<file path="config.mk">
export PLATFORM = sky130hd
export DESIGN_NAME = cv32e40p_wb_arbiter
export DESIGN_NICKNAME = d
export VERILOG_FILES = /design/src/rtl/cv32e40p_wb_arbiter.sv
export SDC_FILE = /design/constraint.sdc
export NUM_CORES = 1
export LEC_CHECK = 0
export CELL_PAD_IN_SITES_DETAIL_PLACEMENT = 2
export CELL_PAD_IN_SITES_GLOBAL_PLACEMENT = 2
export CORE_MARGIN = 2
export CORE_UTILIZATION = 34
export DETAILED_ROUTE_END_ITERATION = 8
export GPL_TIMING_DRIVEN = 0
export PLACE_DENSITY_LB_ADDON = 0.1
export SYNTH_ARGS = -nofsm -noshare
export SYNTH_HDL_FRONTEND = slang
export SYNTH_SLANG_ARGS = --single-unit
</file>
<file path="constraint.sdc">
create_clock -name clk -period 6.8 [get_ports clk]
set_input_delay 0.68 -clock clk [delete_from_list [all_inputs] [get_ports clk]]
set_output_delay 0.68 -clock clk [all_outputs]
set_load 0.02 [all_outputs]
</file>
<file path="src/rtl/cv32e40p_wb_arbiter.sv">
// Write-back arbiter for the two register file write ports.
// Port A: registered EX results. Port B: LSU load returns (priority) or
// buffered APU results. Also keeps a per-register outstanding-load
// scoreboard used for read-after-load hazard detection.
module cv32e40p_wb_arbiter #(
  parameter int unsigned ADDR_WIDTH     = 6,
  parameter int unsigned DATA_WIDTH     = 32,
  parameter int unsigned APU_FIFO_DEPTH = 2
) (
  input  logic                  clk,
  input  logic                  rst_n,

  input  logic                  ex_we_i,
  input  logic [ADDR_WIDTH-1:0] ex_waddr_i,
  input  logic [DATA_WIDTH-1:0] ex_wdata_i,

  input  logic                  lsu_rvalid_i,
  input  logic [ADDR_WIDTH-1:0] lsu_waddr_i,
  input  logic [DATA_WIDTH-1:0] lsu_rdata_i,

  input  logic                  apu_valid_i,
  input  logic [ADDR_WIDTH-1:0] apu_waddr_i,
  input  logic [DATA_WIDTH-1:0] apu_result_i,
  output logic                  apu_ready_o,

  input  logic                  load_issue_i,
  input  logic [ADDR_WIDTH-1:0] load_issue_addr_i,
  input  logic [ADDR_WIDTH-1:0] raddr_a_i,
  input  logic [ADDR_WIDTH-1:0] raddr_b_i,
  input  logic [ADDR_WIDTH-1:0] raddr_c_i,
  output logic                  load_hazard_o,
  output logic                  lsu_pending_o,

  output logic                  we_a_o,
  output logic [ADDR_WIDTH-1:0] waddr_a_o,
  output logic [DATA_WIDTH-1:0] wdata_a_o,
  output logic                  we_b_o,
  output logic [ADDR_WIDTH-1:0] waddr_b_o,
  output logic [DATA_WIDTH-1:0] wdata_b_o,
  output logic                  wb_collision_o
);

  localparam int unsigned NREG  = 1 << ADDR_WIDTH;
  localparam int unsigned PTR_W = (APU_FIFO_DEPTH > 1) ? $clog2(APU_FIFO_DEPTH) : 1;
  localparam int unsigned CNT_W = $clog2(APU_FIFO_DEPTH + 1);
  localparam logic [CNT_W-1:0] DEPTH_C   = CNT_W'(APU_FIFO_DEPTH);
  localparam logic [PTR_W-1:0] LAST_PTR  = PTR_W'(APU_FIFO_DEPTH - 1);

  logic [ADDR_WIDTH-1:0] fifo_addr [APU_FIFO_DEPTH];
  logic [DATA_WIDTH-1:0] fifo_data [APU_FIFO_DEPTH];
  logic [PTR_W-1:0]      wr_ptr, rd_ptr;
  logic [CNT_W-1:0]      count;

  logic [NREG-1:0]       sb_q, sb_set, sb_clr;

  logic                  push, pop;
  logic                  nxt_we_a;
  logic                  nxt_we_b;
  logic [ADDR_WIDTH-1:0] nxt_waddr_b;
  logic [DATA_WIDTH-1:0] nxt_wdata_b;
  logic                  clash;

  // Ready depends only on registered occupancy; held low during reset.
  assign apu_ready_o = rst_n && (count < DEPTH_C);
  assign push        = apu_valid_i && apu_ready_o;
  assign pop         = (count != '0) && !lsu_rvalid_i;

  // Next-cycle port values, x0 suppression and A/B address clash detection.
  always_comb begin
    nxt_we_a    = ex_we_i && (ex_waddr_i != '0);
    nxt_we_b    = 1'b0;
    nxt_waddr_b = '0;
    nxt_wdata_b = '0;
    if (lsu_rvalid_i) begin
      nxt_we_b    = (lsu_waddr_i != '0);
      nxt_waddr_b = lsu_waddr_i;
      nxt_wdata_b = lsu_rdata_i;
    end else if (count != '0) begin
      nxt_we_b    = (fifo_addr[rd_ptr] != '0);
      nxt_waddr_b = fifo_addr[rd_ptr];
      nxt_wdata_b = fifo_data[rd_ptr];
    end
    clash = nxt_we_a && nxt_we_b && (ex_waddr_i == nxt_waddr_b);
  end

  // Scoreboard set/clear vectors; bit 0 is never set.
  always_comb begin
    sb_set = '0;
    sb_clr = '0;
    if (load_issue_i && (load_issue_addr_i != '0)) sb_set[load_issue_addr_i] = 1'b1;
    if (lsu_rvalid_i)                              sb_clr[lsu_waddr_i]       = 1'b1;
  end

  assign load_hazard_o = sb_q[raddr_a_i] | sb_q[raddr_b_i] | sb_q[raddr_c_i];
  assign lsu_pending_o = |sb_q;

  // APU FIFO storage; contents need no reset since count gates their use.
  always_ff @(posedge clk) begin
    if (push) begin
      fifo_addr[wr_ptr] <= apu_waddr_i;
      fifo_data[wr_ptr] <= apu_result_i;
    end
  end

  // Control state, output registers and scoreboard.
  always_ff @(posedge clk) begin
    if (!rst_n) begin
      wr_ptr         <= '0;
      rd_ptr         <= '0;
      count          <= '0;
      sb_q           <= '0;
      we_a_o         <= 1'b0;
      waddr_a_o      <= '0;
      wdata_a_o      <= '0;
      we_b_o         <= 1'b0;
      waddr_b_o      <= '0;
      wdata_b_o      <= '0;
      wb_collision_o <= 1'b0;
    end else begin
      if (push) wr_ptr <= (wr_ptr == LAST_PTR) ? '0 : wr_ptr + 1'b1;
      if (pop)  rd_ptr <= (rd_ptr == LAST_PTR) ? '0 : rd_ptr + 1'b1;
      case ({push, pop})
        2'b10:   count <= count + 1'b1;
        2'b01:   count <= count - 1'b1;
        default: count <= count;
      endcase

      // Set is applied after clear so a same-cycle issue keeps the bit.
      sb_q <= (sb_q & ~sb_clr) | sb_set;

      we_a_o         <= nxt_we_a;
      waddr_a_o      <= ex_waddr_i;
      wdata_a_o      <= ex_wdata_i;
      we_b_o         <= nxt_we_b && !clash;
      waddr_b_o      <= nxt_waddr_b;
      wdata_b_o      <= nxt_wdata_b;
      wb_collision_o <= clash;
    end
  end

endmodule

</file>
==> results_tabular.tex <==
\begin{tabular}{lr}
\hline
Metric & Value \\
\hline
\multicolumn{2}{l}{\textbf{Run status}} \\
\quad Status & finished clean \\
\multicolumn{2}{l}{\textbf{Logic synthesis}} \\
\quad Seq cells post-synth & roughly 220 \\
\quad Yosys top cell area share & 0.302 \\
\quad Mapped Area & 9810 um\^{}2 \\
\quad EDFF count, synth & 76 \\
\quad Cell type contributing the most total cell area after synthesis & sky130\_fd\_sc\_hd\_\_dfxtp\_1 \\
\quad Post-Synthesis Cells & $\sim$900 \\
\quad Most numerous cell in the Yosys netlist & sky130\_fd\_sc\_hd\_\_dfxtp\_1 \\
\quad Most used DFF post-synth & sky130\_fd\_sc\_hd\_\_dfxtp\_1 \\
\quad Number of nets in the synthesized netlist & approximately 1.0k \\
\quad Distinct cell type count of the synthesized netlist & 46 \\
\quad Share of synthesized registers carrying an async set or reset & 0 \\
\quad Number of warning messages in the yosys log & 0 \\
\quad Sequential share of the synthesized area & 0.535 \\
\quad Mean instance size in the synthesized netlist & $\sim$11 um\^{}2 \\
\quad Most frequent cells after synthesis & sky130\_fd\_sc\_hd\_\_dfxtp\_1 (148), sky130\_fd\_sc\_hd\_\_a21oi\_1 (100), sky130\_fd\_sc\_hd\_\_nor2\_1 (95) \\
\quad Dominant cells by area after synthesis & sky130\_fd\_sc\_hd\_\_dfxtp\_1 (30\%), sky130\_fd\_sc\_hd\_\_edfxtp\_1 (23\%), sky130\_fd\_sc\_hd\_\_mux4\_2 (9.9\%) \\
\multicolumn{2}{l}{\textbf{Clock tree}} \\
\quad Clock sink count & between 200 and 250 \\
\quad Number of buffers between clock root and the deepest sink & 3 \\
\quad Number of buffers created by CTS & 26 \\
\quad Post-CTS Setup Inserts & 0 \\
\quad Clock slew at the register clock pins of the worst setup and hold paths & about 0.060 ns \\
\quad \# resized after CTS & 0 \\
\quad H-tree Lvls & 1 \\
\quad Number of buffers inserted by hold repair at cts & 0 \\
\quad Worst-skew pair later-pin latency & roughly 0.55 ns \\
\quad Clock tree from TritonCTS & yes \\
\quad CTS Root Cell & sky130\_fd\_sc\_hd\_\_clkbuf\_16 \\
\multicolumn{2}{l}{\textbf{Placed design}} \\
\quad Port Buf Inserts & slightly above 200 \\
\quad Placed wire-length estimate after detailed placement & 27200 um \\
\quad Placer Congestion & 0.862 \\
\quad \# placed instances & $\sim$1.5k \\
\quad Standard cell area after detailed placement & 12400 um\^{}2 \\
\multicolumn{2}{l}{\textbf{Timing}} \\
\quad Total count of max-transition violations in the final report & 0 \\
\quad Relative slew margins & 0.189 \\
\quad Worst-margin pin slew & 1.21 ns \\
\quad Count of endpoints failing hold in the final timing report & 0 \\
\quad Setup Viol. Count Final & 0 \\
\quad Setup total negative slack & 0 ns \\
\quad Unrepaired setup endpoints after global routing & false \\
\quad Final period utilization & 0.655 \\
\quad Final critical delay including setup and external delays & 4.45 ns \\
\quad Maximum operating frequency & about 0.22 GHz \\
\quad Worst clock skew on the final layout & approximately 0.026 ns \\
\multicolumn{2}{l}{\textbf{Worst setup path}} \\
\quad Worst EP required & approximately 6.1 ns \\
\quad Cell with the biggest individual delay on the critical path & sky130\_fd\_sc\_hd\_\_clkdlybuf4s50\_1 \\
\quad Category of the critical setup timing path & in -> out \\
\quad Series of cell instances along the critical path & clkdlybuf4s50\_1 > buf\_2 > mux4\_2 > mux2i\_1 > mux2i\_1 > o21ai\_0 > mux2i\_1 > or3\_1 > clkdlybuf4s50\_1 \\
\quad Critical path data arrival time & between 3 and 4 ns \\
\quad Kind of end point of the critical path & output port \\
\quad Number of buffer and inverter stages on the critical path & 3 \\
\quad Number of cell instances on the worst register-to-register path & 7 \\
\quad Slowest stage delay, CP & 0.61 ns \\
\quad Crit-path leading delay family & buffers and inverters \\
\quad Most prevalent standard cell on the critical path & sky130\_fd\_sc\_hd\_\_mux2i\_1 \\
\quad R2R Path End & count[1] \\
\quad CP max FO & 10 \\
\quad Register-to-register setup slack & approximately 4.3 ns \\
\quad Startpoint type of the worst setup path & primary input \\
\quad Reg2reg start & count[0] \\
\multicolumn{2}{l}{\textbf{Worst hold path}} \\
\quad Worst hold path startpoint & rd\_ptr \\
\quad Instance count along the most critical hold path & 2 \\
\quad Path category of the worst min-delay check & reg -> reg \\
\multicolumn{2}{l}{\textbf{Floorplanning}} \\
\quad Die span in y & approximately 170 um \\
\quad Number of top-level pins & 226 \\
\quad Area of the core region & around 29000 um\^{}2 \\
\quad Die outline width & between 150 and 200 um \\
\quad Die Footprint & $\sim$30000 um\^{}2 \\
\quad Initial Utilization & 0.344 \\
\quad Number of rows in the core area & slightly above 60 \\
\multicolumn{2}{l}{\textbf{Power}} \\
\quad Leakage Power & roughly 4.6 nW \\
\quad Worst IR drop on VDD & between 0.0002 and 0.00025 V \\
\quad Pwr/cell area & about 270 nW/um\^{}2 \\
\multicolumn{2}{l}{\textbf{Global routing}} \\
\quad Global-route wire length before repair & about 56000 um \\
\quad Congestion Overflow GR & 0 \\
\quad All-Layer GR Usage & 0.239 \\
\quad Vias in the first global route & around 9.4k \\
\quad Largest net degree at the start of global routing & 27 \\
\quad Initial antenna violation count & 2 \\
\multicolumn{2}{l}{\textbf{Job}} \\
\quad Total of max-cap violations & 0 \\
\multicolumn{2}{l}{\textbf{Finish}} \\
\quad Synthesis-to-finish area growth & 35.4\% \\
\quad Non-filler instance count after layout & between 1.5k and 2k \\
\quad Fraction of layout cells with a size suffix above 1 & 0.0964 \\
\quad Layout net count & about 1.3k \\
\quad Final design area excluding fillers & around 13000 um\^{}2 \\
\multicolumn{2}{l}{\textbf{Drt}} \\
\quad DR vias/cell & about 5.3 \\
\quad Number of design-rule violations left by the first detailed-router iteration & a little under 400 \\
\quad Vias after detailed routing & 8251 \\
\quad DRT Pass-1 Iters & 5 \\
\quad Detailed-route wire length per cell & roughly 23 um \\
\quad Routed Antenna Nets & 0 \\
\quad Final Routed Wirelength & between 30000 and 40000 um \\
\quad DRC violation count after routing & 0 \\
\hline
\end{tabular}
-- through the flow --
step	hold slack (ns)	total power [mW]	setup WS [ns]	util
global placement	0.486	2.15	2.00	0.433
global route	0.567	3.74	2.14	0.465
detailed placement	0.522	2.18	2.31	0.435
floorplan	0.439	1.88	3.22	-
CTS	0.538	3.62	2.30	0.465
finish	0.528	3.57	2.35	0.465
-- cell families (layout without fill, tap and decap cells) --
| family | count (synthesis) | after routing | synth area share |
|---|---|---|---|
| other | 0 | 1 | 0 |
| muxes | 111 | 111 | 0.174 |
| xor gates and xnor gates | 10 | 10 | 0.00893 |
| buffers and inverters | 70 | 328 | 0.0305 |
| and+or+nand+nor | 300 | 300 | 0.148 |
| DFF | 224 | 224 | 0.535 |
| adders and majority gates | 1 | 1 | 0.00128 |
| AOI/OAI and AO/OA | 188 | 188 | 0.103 |
-- power by group --
group          internal (mW)  leakage, nW  total, mW  switching, mW
clock                  0.852        0.434       1.43          0.573
combinational          0.285         2.26      0.637          0.351
sequential              1.47         1.91       1.50         0.0338
total                   2.61         4.60       3.57          0.958
-- worst reg2reg max path, stage by stage, from the launching register on --
cell,delay (ns)
sky130_fd_sc_hd__dfxtp_1,0.35
sky130_fd_sc_hd__o21bai_1,0.25
sky130_fd_sc_hd__clkbuf_1,0.44
sky130_fd_sc_hd__clkbuf_1,0.45
sky130_fd_sc_hd__inv_1,0.10
sky130_fd_sc_hd__ha_1,0.33
sky130_fd_sc_hd__or3_1,0.37
sky130_fd_sc_hd__a21oi_1,0.14
-- worst max path at each step --
stage	start	to	cells past startpoint
after floorplan	rst_n	fifo_addr[0][0]	5
after global placement	rst_n	fifo_data[0][15]	5
after detailed placement	raddr_c_i[0]	load_hazard_o	9
after CTS	raddr_c_i[0]	load_hazard_o	9
after global routing	raddr_c_i[0]	load_hazard_o	9
final	raddr_c_i[0]	load_hazard_o	9
-- sequential cells by signal, indices dropped and copies added, names as in the netlist, named ones only --
name	count
waddr_a_o	6
we_b_o	1
fifo_addr	12
we_a_o	1
wb_collision_o	1
waddr_b_o	6
fifo_data	64
wdata_b_o	32
sb_q	64
wdata_a_o	32
wr_ptr	1
count	2
rd_ptr	1
-- cell type report --
| class | count | area (um^2) |
|---|---|---|
| clock buffers | 28 | 658 |
| diodes | 1 | 2.50 |
| inverters | 8 | 30.0 |
| well taps | 384 | 480 |
| repair buffers | 210 | 2120 |
| flip-flops and latches | 224 | 5250 |
| multi-input cells | 610 | 4270 |
| fillers | 2990 | 15300 |
| clock inverters | 20 | 209 |
| plain buffers | 62 | 269 |
-- cells in the final DEF (no fill, tap or decap), drive strengths merged, types with 9 or more instances in the layout --
cell and count:
clkdlybuf4s50 207, dfxtp 148, a21oi 100, nor2 95, nand2 79, edfxtp 76
clkbuf 72, o21ai 70, mux2i 62, and2 46, mux4 46, buf 21
nor4 19, clkinv 15, nand3 12, nand4 9, inv 9
-- layer usage --
| layer | part of all wire | global-route usage |
|---|---|---|
| met1 | 0.38 | 0.270 |
| met4 | 0.038 | 0.0921 |
| met5 | 0.00070 | 0 |
| met2 | 0.52 | 0.434 |
| met3 | 0.064 | 0.0564 |
(Power assumes the default switching activity.)
